--- config.mk ---
export PLATFORM = sky130hd
export DESIGN_NAME = adld_seq_ctrl
export DESIGN_NICKNAME = d
export VERILOG_FILES = /design/src/rtl/adld_pkg.sv /design/src/rtl/adld_nibble_add.sv /design/src/rtl/adld_seq_ctrl.sv
export SDC_FILE = /design/constraint.sdc
export NUM_CORES = 1
export LEC_CHECK = 0
export ABC_AREA = 0
export BUFFER_PORTS_ARGS = -buffer_cell sky130_fd_sc_hd__buf_2
export CAP_MARGIN = 20
export CORE_MARGIN = 1
export CORE_UTILIZATION = 39
export DETAILED_ROUTE_END_ITERATION = 10
export PLACE_DENSITY = 0.56
export SYNTH_ARGS = -nofsm -noshare
export SYNTH_HDL_FRONTEND = slang
export SYNTH_SLANG_ARGS = --single-unit
--- constraint.sdc ---
create_clock -name clk -period 5.1 [get_ports clk]
set_input_delay 0.255 -clock clk [delete_from_list [all_inputs] [get_ports clk]]
set_output_delay 0.255 -clock clk [all_outputs]
set_load 0.02 [all_outputs]
--- src/rtl/adld_pkg.sv ---
// Shared types and constants for the nibble-serial adder sequencer.
// The optional signed-overflow output of adld_seq_ctrl is enabled by ADLD_OVF_EN.
package adld_pkg;

    typedef enum logic [1:0] {
        IDLE = 2'd0,
        RUN  = 2'd1,
        DONE = 2'd2
    } state_t;

    localparam int NIBBLE_W = 4;

    // Width of the nibble index; kept at least one bit so the counter always exists.
    function automatic int idx_width(input int nibbles);
        return (nibbles <= 2) ? 1 : $clog2(nibbles);
    endfunction

endpackage

--- src/rtl/adld_nibble_add.sv ---
// Combinational 4-bit ripple-carry adder slice built from full-adder cells.
module adld_nibble_add
    import adld_pkg::*;
(
    input  logic [NIBBLE_W-1:0] a,
    input  logic [NIBBLE_W-1:0] b,
    input  logic                cin,
    output logic [NIBBLE_W-1:0] sum,
    output logic                cout
);

    logic [NIBBLE_W:0] carry;

    assign carry[0] = cin;

    generate
        for (genvar gi = 0; gi < NIBBLE_W; gi++) begin : g_fa
            assign sum[gi]     = a[gi] ^ b[gi] ^ carry[gi];
            assign carry[gi+1] = (a[gi] & b[gi]) | (carry[gi] & (a[gi] ^ b[gi]));
        end
    endgenerate

    assign cout = carry[NIBBLE_W];

endmodule

--- src/rtl/adld_seq_ctrl.sv ---
// Wide adder that reuses one 4-bit slice, one nibble per clock, with valid/ready handshakes.
// Define ADLD_OVF_EN to add the registered two's-complement overflow output ovf.
module adld_seq_ctrl
    import adld_pkg::*;
#(
    parameter int NIBBLES = 4
) (
    input  logic                         clk,
    input  logic                         rst_n,
    input  logic                         in_valid,
    output logic                         in_ready,
    input  logic [NIBBLES*NIBBLE_W-1:0]  a,
    input  logic [NIBBLES*NIBBLE_W-1:0]  b,
    input  logic                         cin,
    output logic                         out_valid,
    input  logic                         out_ready,
    output logic [NIBBLES*NIBBLE_W-1:0]  sum,
    output logic                         cout,
`ifdef ADLD_OVF_EN
    output logic                         ovf,
`endif
    output logic                         busy
);

    localparam int W  = NIBBLES * NIBBLE_W;
    localparam int IW = idx_width(NIBBLES);
    localparam logic [IW-1:0] LAST_IDX = IW'(NIBBLES - 1);

    state_t state_reg;
    state_t state_next;

    logic [W-1:0]  a_reg;
    logic [W-1:0]  b_reg;
    logic [W-1:0]  sum_reg;
    logic          carry_reg;
    logic          cout_reg;
    logic [IW-1:0] idx_reg;

    logic [NIBBLE_W-1:0] a_nib [NIBBLES];
    logic [NIBBLE_W-1:0] b_nib [NIBBLES];
    logic [NIBBLE_W-1:0] slice_sum;
    logic                slice_cout;
    logic                last_nib;

    generate
        for (genvar gi = 0; gi < NIBBLES; gi++) begin : g_nib
            assign a_nib[gi] = a_reg[gi*NIBBLE_W +: NIBBLE_W];
            assign b_nib[gi] = b_reg[gi*NIBBLE_W +: NIBBLE_W];
        end
    endgenerate

    adld_nibble_add u_slice (
        .a    (a_nib[idx_reg]),
        .b    (b_nib[idx_reg]),
        .cin  (carry_reg),
        .sum  (slice_sum),
        .cout (slice_cout)
    );

    assign last_nib = (idx_reg == LAST_IDX);

    always_ff @(posedge clk or negedge rst_n) begin
        if (!rst_n) begin
            state_reg <= IDLE;
        end else begin
            state_reg <= state_next;
        end
    end

    always_comb begin
        state_next = state_reg;
        case (state_reg)
            IDLE:    if (in_valid)  state_next = RUN;
            RUN:     if (last_nib)  state_next = DONE;
            DONE:    if (out_ready) state_next = IDLE;
            default: state_next = IDLE;
        endcase
    end

    // Operands are captured only at acceptance, so later input changes are harmless.
    always_ff @(posedge clk or negedge rst_n) begin
        if (!rst_n) begin
            a_reg     <= '0;
            b_reg     <= '0;
            sum_reg   <= '0;
            carry_reg <= 1'b0;
            cout_reg  <= 1'b0;
            idx_reg   <= '0;
        end else begin
            case (state_reg)
                IDLE: begin
                    if (in_valid) begin
                        a_reg     <= a;
                        b_reg     <= b;
                        carry_reg <= cin;
                        idx_reg   <= '0;
                    end
                end
                RUN: begin
                    sum_reg[idx_reg*NIBBLE_W +: NIBBLE_W] <= slice_sum;
                    carry_reg <= slice_cout;
                    if (last_nib) begin
                        cout_reg <= slice_cout;
                    end else begin
                        idx_reg <= idx_reg + IW'(1);
                    end
                end
                default: ;
            endcase
        end
    end

`ifdef ADLD_OVF_EN
    logic ovf_reg;

    // The slice MSB on the final nibble is the result sign bit.
    always_ff @(posedge clk or negedge rst_n) begin
        if (!rst_n) begin
            ovf_reg <= 1'b0;
        end else if (state_reg == RUN && last_nib) begin
            ovf_reg <= (a_reg[W-1] == b_reg[W-1]) && (slice_sum[NIBBLE_W-1] != a_reg[W-1]);
        end
    end

    assign ovf = ovf_reg;
`endif

    assign in_ready  = (state_reg == IDLE);
    assign out_valid = (state_reg == DONE);
    assign busy      = (state_reg != IDLE);
    assign sum       = sum_reg;
    assign cout      = cout_reg;

endmodule

== Yosys cells after proc, flatten, opt, wreduce, memory -nomap -nowiden ==
Cells that the tools add are included.

* Add/subtract/negate cells: 2
* Magnitude comparators: 1
* Equal/unequal tests: 7
* Shifts and indexed selects: 2
* Multiplexer cells: 16
* Bitwise gates (word level): 21
* Reductions and logical operators: 8

{| class="wikitable"
|+ Operators by type and width
! kind !! number
|-
| 4-bit negator with 34-bit output || 1
|-
| 4-bit by 34-bit variable shift with 16-bit output (first input constant) || 1
|-
| 4-bit by 34-bit variable part select with 16-bit output || 1
|-
| 4-bit binary-select mux with 2-bit select || 2
|-
| 16-bit bitwise mux || 1
|-
| 4-bit 2-to-1 mux || 4
|-
| 2-bit 2-to-1 mux || 5
|-
| 1-bit bitwise AND || 8
|-
| 1-bit XOR || 8
|-
| 2-bit != test (second input constant) || 3
|-
| 2-bit one-hot mux with 3 select lines || 1
|-
| 2-bit AND reduction || 3
|-
| 3-bit AND reduction || 2
|-
| 2-bit equality test (second input constant) || 2
|-
| 1-bit OR || 4
|-
| 2-bit one-hot mux with 2 select lines || 1
|-
| 2-bit nonzero test || 2
|-
| 3-bit >= comparator (second input constant) || 1
|-
| 2-bit NOT with 3-bit output || 1
|-
| 2-bit by 1-bit adder with 2-bit output (second input constant) || 1
|-
| 2-bit by 1-bit equality test with 1-bit output (second input constant) || 1
|-
| 2-bit zero test || 1
|-
| 2-bit by 1-bit != test with 1-bit output (second input constant) || 1
|-
| 1-bit one-hot mux with 2 select lines || 1
|-
| 1-bit 2-to-1 mux || 1
|}

* Flip-flop bits (word level): 54
* Bits of input ports: 37
* Word-level logic and storage cells: 64

== Depth between registers and ports, before layout ==
Gate-level depths: netlist of the first run.

* Depth after elaboration: 14
* Depth in mapped cells: 12

== Cells and area by module ==
From an unflattened synthesis of the first run, not the netlist that was laid out.

* Cell total of the unflattened synthesis: 199
* Area total of the unflattened synthesis: 2687.6 µm²

{| class="wikitable"
|+ Modules (own cells, without submodules)
! module !! times used !! cells each !! area an instance (µm²) !! sequential area each (µm²)
|-
| adld_seq_ctrl || 1 || 185 || 2570.0 || 1351.3
|-
| adld_nibble_add || 1 || 14 || 117.6 || 0.0
|}

== Least setup slack after synthesis of the first run ==
Ideal clock, no wire load.

* Path type: register to register
* Start: reg idx_reg[0]
* End: reg sum_reg[3], in the netlist sum[3]
* Arrival: 2.687 ns
* Data required time: 5.004 ns
* Slack: 2.317 ns
* Cell stages (with the launch flop): 13
* Path buffers: 1
* Path through: dfrtp_1 > buf_4 > mux4_2 > inv_1 > fa_1 > inv_1 > fa_1 > inv_1 > fa_1 > inv_1 > fa_1 > inv_1 > o31ai_1

* Longest elaborated chain between the ends: 14
* Elaborated cells on any way between the ends: 28
* Classes of those cells: 1 x add/sub; 2 x shift; 7 x mux; 18 x bitwise

{| class="wikitable"
|+ RTL lines
! item !! line !! RTL
|-
| start, declared || adld_seq_ctrl.sv:37 || <nowiki>logic [IW-1:0] idx_reg;</nowiki>
|-
| start signal, assigned || adld_seq_ctrl.sv:105 || <nowiki>idx_reg <= idx_reg + IW'(1);</nowiki>
|-
| 2-bit NOT with 3-bit output (not written as such) || adld_seq_ctrl.sv:53, adld_seq_ctrl.sv:54 ||
|-
| 4-bit binary-select mux with 2-bit select, on equally long branches || adld_seq_ctrl.sv:53, adld_seq_ctrl.sv:54 ||
|-
| 4-bit 2-to-1 mux, on equally long branches (2 in series) || adld_seq_ctrl.sv:53, adld_seq_ctrl.sv:54 ||
|-
| 1-bit XOR || adld_nibble_add.sv:18, adld_nibble_add.sv:19 ||
|-
| 1-bit bitwise AND || adld_nibble_add.sv:19 || <nowiki>assign carry[gi+1] = (a[gi] & b[gi]) | (carry[gi] & (a[gi] ^ b[gi]));</nowiki>
|-
| 1-bit OR || adld_nibble_add.sv:19 ||
|-
| 1-bit bitwise AND || adld_nibble_add.sv:19 ||
|-
| 1-bit OR || adld_nibble_add.sv:19 ||
|-
| 1-bit bitwise AND || adld_nibble_add.sv:19 ||
|-
| 1-bit OR || adld_nibble_add.sv:19 ||
|-
| 1-bit XOR || adld_nibble_add.sv:18 || <nowiki>assign sum[gi] = a[gi] ^ b[gi] ^ carry[gi];</nowiki>
|-
| 4-bit by 34-bit variable part select with 16-bit output || adld_seq_ctrl.sv:100 || <nowiki>sum_reg[idx_reg*NIBBLE_W +: NIBBLE_W] <= slice_sum;</nowiki>
|-
| 16-bit bitwise mux (*) || adld_seq_ctrl.sv:100 ||
|-
| end signal, assigned by index || adld_seq_ctrl.sv:100 ||
|-
| end, declared || adld_seq_ctrl.sv:34 || <nowiki>logic [W-1:0] sum_reg;</nowiki>
|}

Mark *: on every way between the ends. The rest lies on a longest branch, timed or not. The select of a mux whose other input is x is not followed.
A chain may end at the register's enable or synchronous reset.

== Worst setup path in the final report of the first run ==
* Start: reg idx_reg[0]
* End: reg sum_reg[7], in the netlist sum[7]

Same word-level chain as after synthesis.

==> impl_metrics.env, run 1 <==
export IMPL_synth_area_leaders="dfrtp_1 (50%), mux2_4 (17%), mux4_2 (6.7%)"
export IMPL_syn_to_final_growth_pct=14.8
export IMPL_routed_wl_um=4860
export IMPL_final_setup_viol_count=0
export IMPL_crit_required_ps=5310
export IMPL_critical_path_arrival_ps=3180
export IMPL_path_cells="buf_4 -> mux4_2 -> inv_1 -> fa_1 -> inv_1 -> fa_1 -> inv_1 -> fa_1 -> inv_1 -> fa_1 -> inv_1 -> o31ai_1"
export IMPL_synth_edf_count=0
export IMPL_min_period_ps=2960
export IMPL_slowest_stage="mux4_2"
export IMPL_wire_per_inst_um=14.9
export IMPL_max_freq_mhz=338
export IMPL_grt_first_pass_wirelength_um=8260
export IMPL_ys_types=28
export IMPL_syn_area_sq_um=2680
export IMPL_design_area_sq_um=3070
export IMPL_syn_nets=239
export IMPL_ios=57
export IMPL_drv_slew=0
export IMPL_grt_max_degree=55
export IMPL_drc=3
export IMPL_ys_ff_latch=54
export IMPL_violations="DRC"
export IMPL_start_util_pct=41.2
export IMPL_cellPowerDensity_nw_per_um2=694
export IMPL_antenna_found_initial=0
export IMPL_coreArea_sq_um=6490
export IMPL_dp_final_hpwl_um=3570
export IMPL_worstPathMaxFanout=20
export IMPL_synth_common_cells="dfrtp_1 (54), mux2_4 (30), nand2_1 (19)"
export IMPL_cts_sinks=54
export IMPL_yosys_warnings=0
export IMPL_slowest_delay_ps=530
export IMPL_layout_cells_non_filler=326
export IMPL_slew_headroom_pct=54.8
export IMPL_critPathCaptureType="flip-flop"
export IMPL_yosys_area_top_type="dfrtp_1"
export IMPL_synth_top_area_share_pct=50.4
export IMPL_crit_buf_inv=6
export IMPL_insertion_delay_ps=300
export IMPL_dp_cells=318
export IMPL_fin_crit_sh_pct=58.1
export IMPL_drive_above_1_share_pct=43.8
export IMPL_grt_ovfl_total=0
export IMPL_cp_start_kind="flip-flop"
export IMPL_syn_area_per_cell_sq_um=14.0
export IMPL_ctsResizeCount=0
export IMPL_drv_cap=0
export IMPL_syn_inst=192
export IMPL_ir_worst_vdd_mv=0.273
export IMPL_dr_pass1_iters=10
export IMPL_ys_seq_area_share_pct=50.4
export IMPL_ctsHoldBuffers=0
export IMPL_die_x_um=84.9
export IMPL_num_vias=1562
export IMPL_rsz0062_at_grt="no"
export IMPL_portBuffers=56
export IMPL_p_leak_nw=1.50
export IMPL_synth_ff_type="dfrtp_1"
export IMPL_place_congestion=0.695
export IMPL_die_area_sq_um=7200
export IMPL_fin_skew_ps=7.61
export IMPL_rows=29
export IMPL_cts_root_buf="clkbuf_8"
export IMPL_crit_top_cell="inv_1"
export IMPL_hold_violations=0
export IMPL_grt_pass1_vias=1640
export IMPL_htreeDepth=2
export IMPL_tns_ps=0
export IMPL_clk_pin_slew_ps=100
export IMPL_dr_first_iter_drc_count=64
export IMPL_status="complete, but fails checks"
export IMPL_path_delay_family="adder cells"
export IMPL_post_cts_setup_buffers=0
export IMPL_synthArstFlopShare_pct=100
export IMPL_num_antenna_cells=0
export IMPL_grtUsageTotal_pct=14.9
export IMPL_rrSetupSlack_ps=2140
export IMPL_hold_class="in2async"
export IMPL_worstMarginPinSlew_ps=678
export IMPL_placed_cell_area_sq_um=2980
export IMPL_nets=295
export IMPL_cts_buffers_inserted=5
export IMPL_synth_most_common_cell="dfrtp_1"
export IMPL_cts_buffer_depth=2
export IMPL_crit_type="reg2reg"
export IMPL_ant_nets=0
export IMPL_die_h_um=84.9
export IMPL_via_per_inst=4.79
export IMPL_cts_tree="yes"
[per-stage QoR]
| stage | worst slack, ps | total power [mW] | utilization [%] | hold slack, ps |
|---|---|---|---|---|
| final | 2140 | 2.13 | 47.3 | 65.0 |
| after global routing | 1870 | 2.32 | 47.3 | 119 |
| after CTS | 2100 | 2.18 | 47.3 | 90.9 |
| after detailed placement | 2120 | 1.94 | 45.9 | 427 |
| after global placement | 2180 | 1.91 | 45.9 | 429 |
| after floorplan | 2320 | 1.65 | - | -40.6 |
[area by class of cell]
cell class	count	area, sq um
timing repair buffer	58	295
clock inverter	3	21.3
inverter	15	56.3
tap	77	96.3
clock buffer	5	68.8
fill	619	3420
multi-input combinational	114	1180
sequential	54	1350
[metal layers]
metal	global-route usage, %	wire length (um)
met2	23.3	2290
met4	4.16	27
met3	3.40	207
met5	0	0
met1	21.0	2330
[layout by cell type, fill, tap and decap left out, types with 2 or more instances in the layout]
| cell | netlist | routed |
|---|---|---|
| o41ai_1 | 2 | 2 |
| buf_2 | 0 | 56 |
| mux2_2 | 3 | 3 |
| nor2_1 | 5 | 5 |
| nand3b_1 | 4 | 4 |
| o31ai_1 | 8 | 8 |
| mux4_2 | 8 | 8 |
| o2bb2ai_1 | 4 | 4 |
| nand2_1 | 19 | 19 |
| nor2b_1 | 2 | 2 |
| clkbuf_8 | 0 | 5 |
| buf_4 | 3 | 2 |
| o21ai_0 | 7 | 7 |
| fa_1 | 4 | 4 |
| a22oi_1 | 2 | 2 |
| ha_1 | 6 | 6 |
| mux2_4 | 30 | 30 |
| a21oi_1 | 3 | 3 |
| inv_1 | 15 | 15 |
| dfrtp_1 | 54 | 54 |
[cell families (layout without fill, tap and decap cells)]
family          count (synthesis)  count (layout)  share of synthesized area (%)
flops                          54              54                           50.4
mux                            41              41                           24.8
simple gates                   37              37                           7.01
compound gates                 26              26                           6.63
buf+inv                        24              81                           5.32
fa+ha+maj                      10              10                           5.79
[path summary, 6_finish.rpt]
kind / from / endpoint / depth (start not counted)
max in group asynchronous: rst_n / a_reg[7]$_DFFE_PN0P_ / 2
worst max-delay path: idx_reg[0]$_DFFE_PN0P_ / sum[7]$_DFFE_PN0P_ / 12
worst max register to register: idx_reg[0]$_DFFE_PN0P_ / sum[7]$_DFFE_PN0P_ / 12
min in group clk: out_ready / state_reg[1]$_DFFE_PN0P_ / 2
worst min-delay path: rst_n / a_reg[14]$_DFFE_PN0P_ / 2
worst min register to register: sum[0]$_DFFE_PN0P_ / sum[0]$_DFFE_PN0P_ / 2
[where the power goes]
group	switching (mW)	internal, mW
logic	0.570	0.558
clock network	0.138	0.0967
registers	0.144	0.625
total	0.852	1.28
Power figures use the tool's default switching activity.
==> run 2, diff against run 1 <==
PLACE_DENSITY = 0.59   (was 0.56)
clock period = 2.5 ns   (was 5.1 ns; I/O delays follow)
==> impl_metrics.env, run 2 (same netlist as run 1, synthesis figures left out) <==
export IMPL_critical_path_arrival_ps=2860
export IMPL_ir_worst_vdd_mv=0.686
export IMPL_drv_cap=0
export IMPL_syn_to_final_growth_pct=21.4
export IMPL_slew_headroom_pct=60.4
export IMPL_dr_pass1_iters=7
export IMPL_path_cells="mux4_2 -> inv_2 -> fa_1 -> inv_2 -> fa_2 -> inv_2 -> fa_2 -> inv_2 -> fa_2 -> inv_2 -> o31ai_2"
export IMPL_utilization_pct=50.1
export IMPL_slowest_delay_ps=540
export IMPL_die_x_um=84.9
export IMPL_portBuffers=56
export IMPL_p_leak_nw=1.59
export IMPL_via_per_inst=4.88
export IMPL_rsz0062_at_grt="yes"
export IMPL_ant_nets=0
export IMPL_final_setup_viol_count=6
export IMPL_cts_buffers_inserted=5
export IMPL_cellPowerDensity_nw_per_um2=1500
export IMPL_crit_top_cell="inv_2"
export IMPL_mostFrequentLayoutCell="buf_2"
export IMPL_min_from="a[11]"
export IMPL_insertion_delay_ps=300
export IMPL_dp_final_hpwl_um=3670
export IMPL_start_util_pct=41.2
export IMPL_post_cts_setup_buffers=0
export IMPL_rows=29
export IMPL_crit_reg2reg_launch="idx_reg[0]$_DFFE_PN0P_"
export IMPL_dp_cells=328
export IMPL_ios=57
export IMPL_holdPathStages=2
export IMPL_reg2reg_depth=11
export IMPL_worstMarginPinSlew_ps=594
export IMPL_fin_skew_ps=9.28
export IMPL_place_congestion=0.737
export IMPL_layout_setup_ws_ps=-136
export IMPL_final_cell_mix="buf_2 (56), dfrtp_1 (53), mux2_4 (30)"
export IMPL_antenna_found_initial=0
export IMPL_crit_type="reg2reg"
export IMPL_routed_wl_um=4870
export IMPL_cts_buffer_depth=2
export IMPL_hold_class="in2reg"
export IMPL_die_area_sq_um=7200
export IMPL_num_antenna_cells=0
export IMPL_crit_buf_inv=5
export IMPL_grt_max_degree=35
export IMPL_critPathCaptureType="flip-flop"
export IMPL_tns_ps=-495
export IMPL_wire_per_inst_um=14.4
export IMPL_r2r_end="sum[7]$_DFFE_PN0P_"
export IMPL_grt_pass1_vias=1639
export IMPL_fin_crit_sh_pct=105
export IMPL_holdPathEnd="a_reg[11]$_DFFE_PN0P_"
export IMPL_grtUsageTotal_pct=15.0
export IMPL_drc=4
export IMPL_crit_required_ps=2720
export IMPL_grt_first_pass_wirelength_um=8280
export IMPL_dr_first_iter_drc_count=67
export IMPL_drv_slew=0
export IMPL_clk_pin_slew_ps=100
export IMPL_cts_tree="yes"
export IMPL_grt_ovfl_total=0
export IMPL_rrSetupSlack_ps=-140
export IMPL_coreArea_sq_um=6490
export IMPL_drive_above_1_share_pct=51.0
export IMPL_cp_start_kind="flip-flop"
export IMPL_hold_violations=0
export IMPL_cts_root_buf="clkbuf_8"
export IMPL_htreeDepth=2
export IMPL_die_h_um=84.9
export IMPL_slowest_stage="fa_2"
export IMPL_p_total_mw=4.88
export IMPL_cts_sinks=54
export IMPL_min_period_ps=2640
export IMPL_max_freq_mhz=379
export IMPL_worstPathMaxFanout=4
export IMPL_violations="DRC, setup timing"
export IMPL_nets=307
export IMPL_num_vias=1648
export IMPL_path_delay_family="adder cells"
export IMPL_status="complete, but fails checks"
export IMPL_layout_cells_non_filler=338
run 2: changes by cell type in the layout (fill, tap and decap cells not counted), sizes merged:
cell         before  now
clkbuf            5    6
clkinv            2    0
dlygate4sd3       0    2
clkinvlp          1    0
bufinv            0    2
buf              58   68
run 2: worst max-delay path by stage:
| stage | from | end | slack, ps | cells past startpoint |
|---|---|---|---|---|
| floorplan | idx_reg[0]$_DFFE_PN0P_ | sum[3]$_DFFE_PN0P_ | -210 | 12 |
| global placement | idx_reg[0]$_DFFE_PN0P_ | sum[3]$_DFFE_PN0P_ | -160 | 11 |
| detailed placement | idx_reg[0]$_DFFE_PN0P_ | sum[3]$_DFFE_PN0P_ | -190 | 11 |
| CTS | idx_reg[0]$_DFFE_PN0P_ | sum[7]$_DFFE_PN0P_ | -200 | 11 |
| global route | idx_reg[0]$_DFFE_PN0P_ | sum[3]$_DFFE_PN0P_ | -280 | 11 |
| finish | idx_reg[0]$_DFFE_PN0P_ | sum[7]$_DFFE_PN0P_ | -140 | 11 |
run 2: repair_timing:
item | 4_1_cts | 5_1_grt
endpoints found under the setup margin | 8 | 9
gates cloned | 0 | 0
hold buffers | 1 | 1
pin swaps | 1 | 3
resized for setup | 3 | 10
hold endpoints to repair | 20 | 1
run 2: cell type report:
type	instances	area, sq um
fill	580	3240
sequential	54	1350
multi-input combinational	114	1210
timing repair buffer	70	390
tap	77	96.3
clock buffer	6	82.6
clock inverter	2	60.1
inverter	15	56.3
run 2: per-stage QoR:
step	setup WS [ps]	hold slack (ps)	area (sq um)
3_5_place_dp	-189	100	3060
3_3_place_gp	-163	99.8	3060
5_1_grt	-281	21.7	3250
4_1_cts	-202	0.605	3220
2_1_floorplan	-207	-171	2690
6_report	-136	48.3	3250
run 2: routing by layer:
layer	routed length, um	vias to the layer above	GRT usage [%]
li1	-	811	-
met1	2490	793	21.8
met2	2150	40	22.3
met3	189	4	4.47
met4	36	0	3.24
met5	0	-	0
run 2: where the power goes:
| part | switching, mW | internal [mW] |
|---|---|---|
| Clock | 0.276 | 0.427 |
| Sequential | 0.282 | 1.28 |
| Combinational | 1.31 | 1.30 |
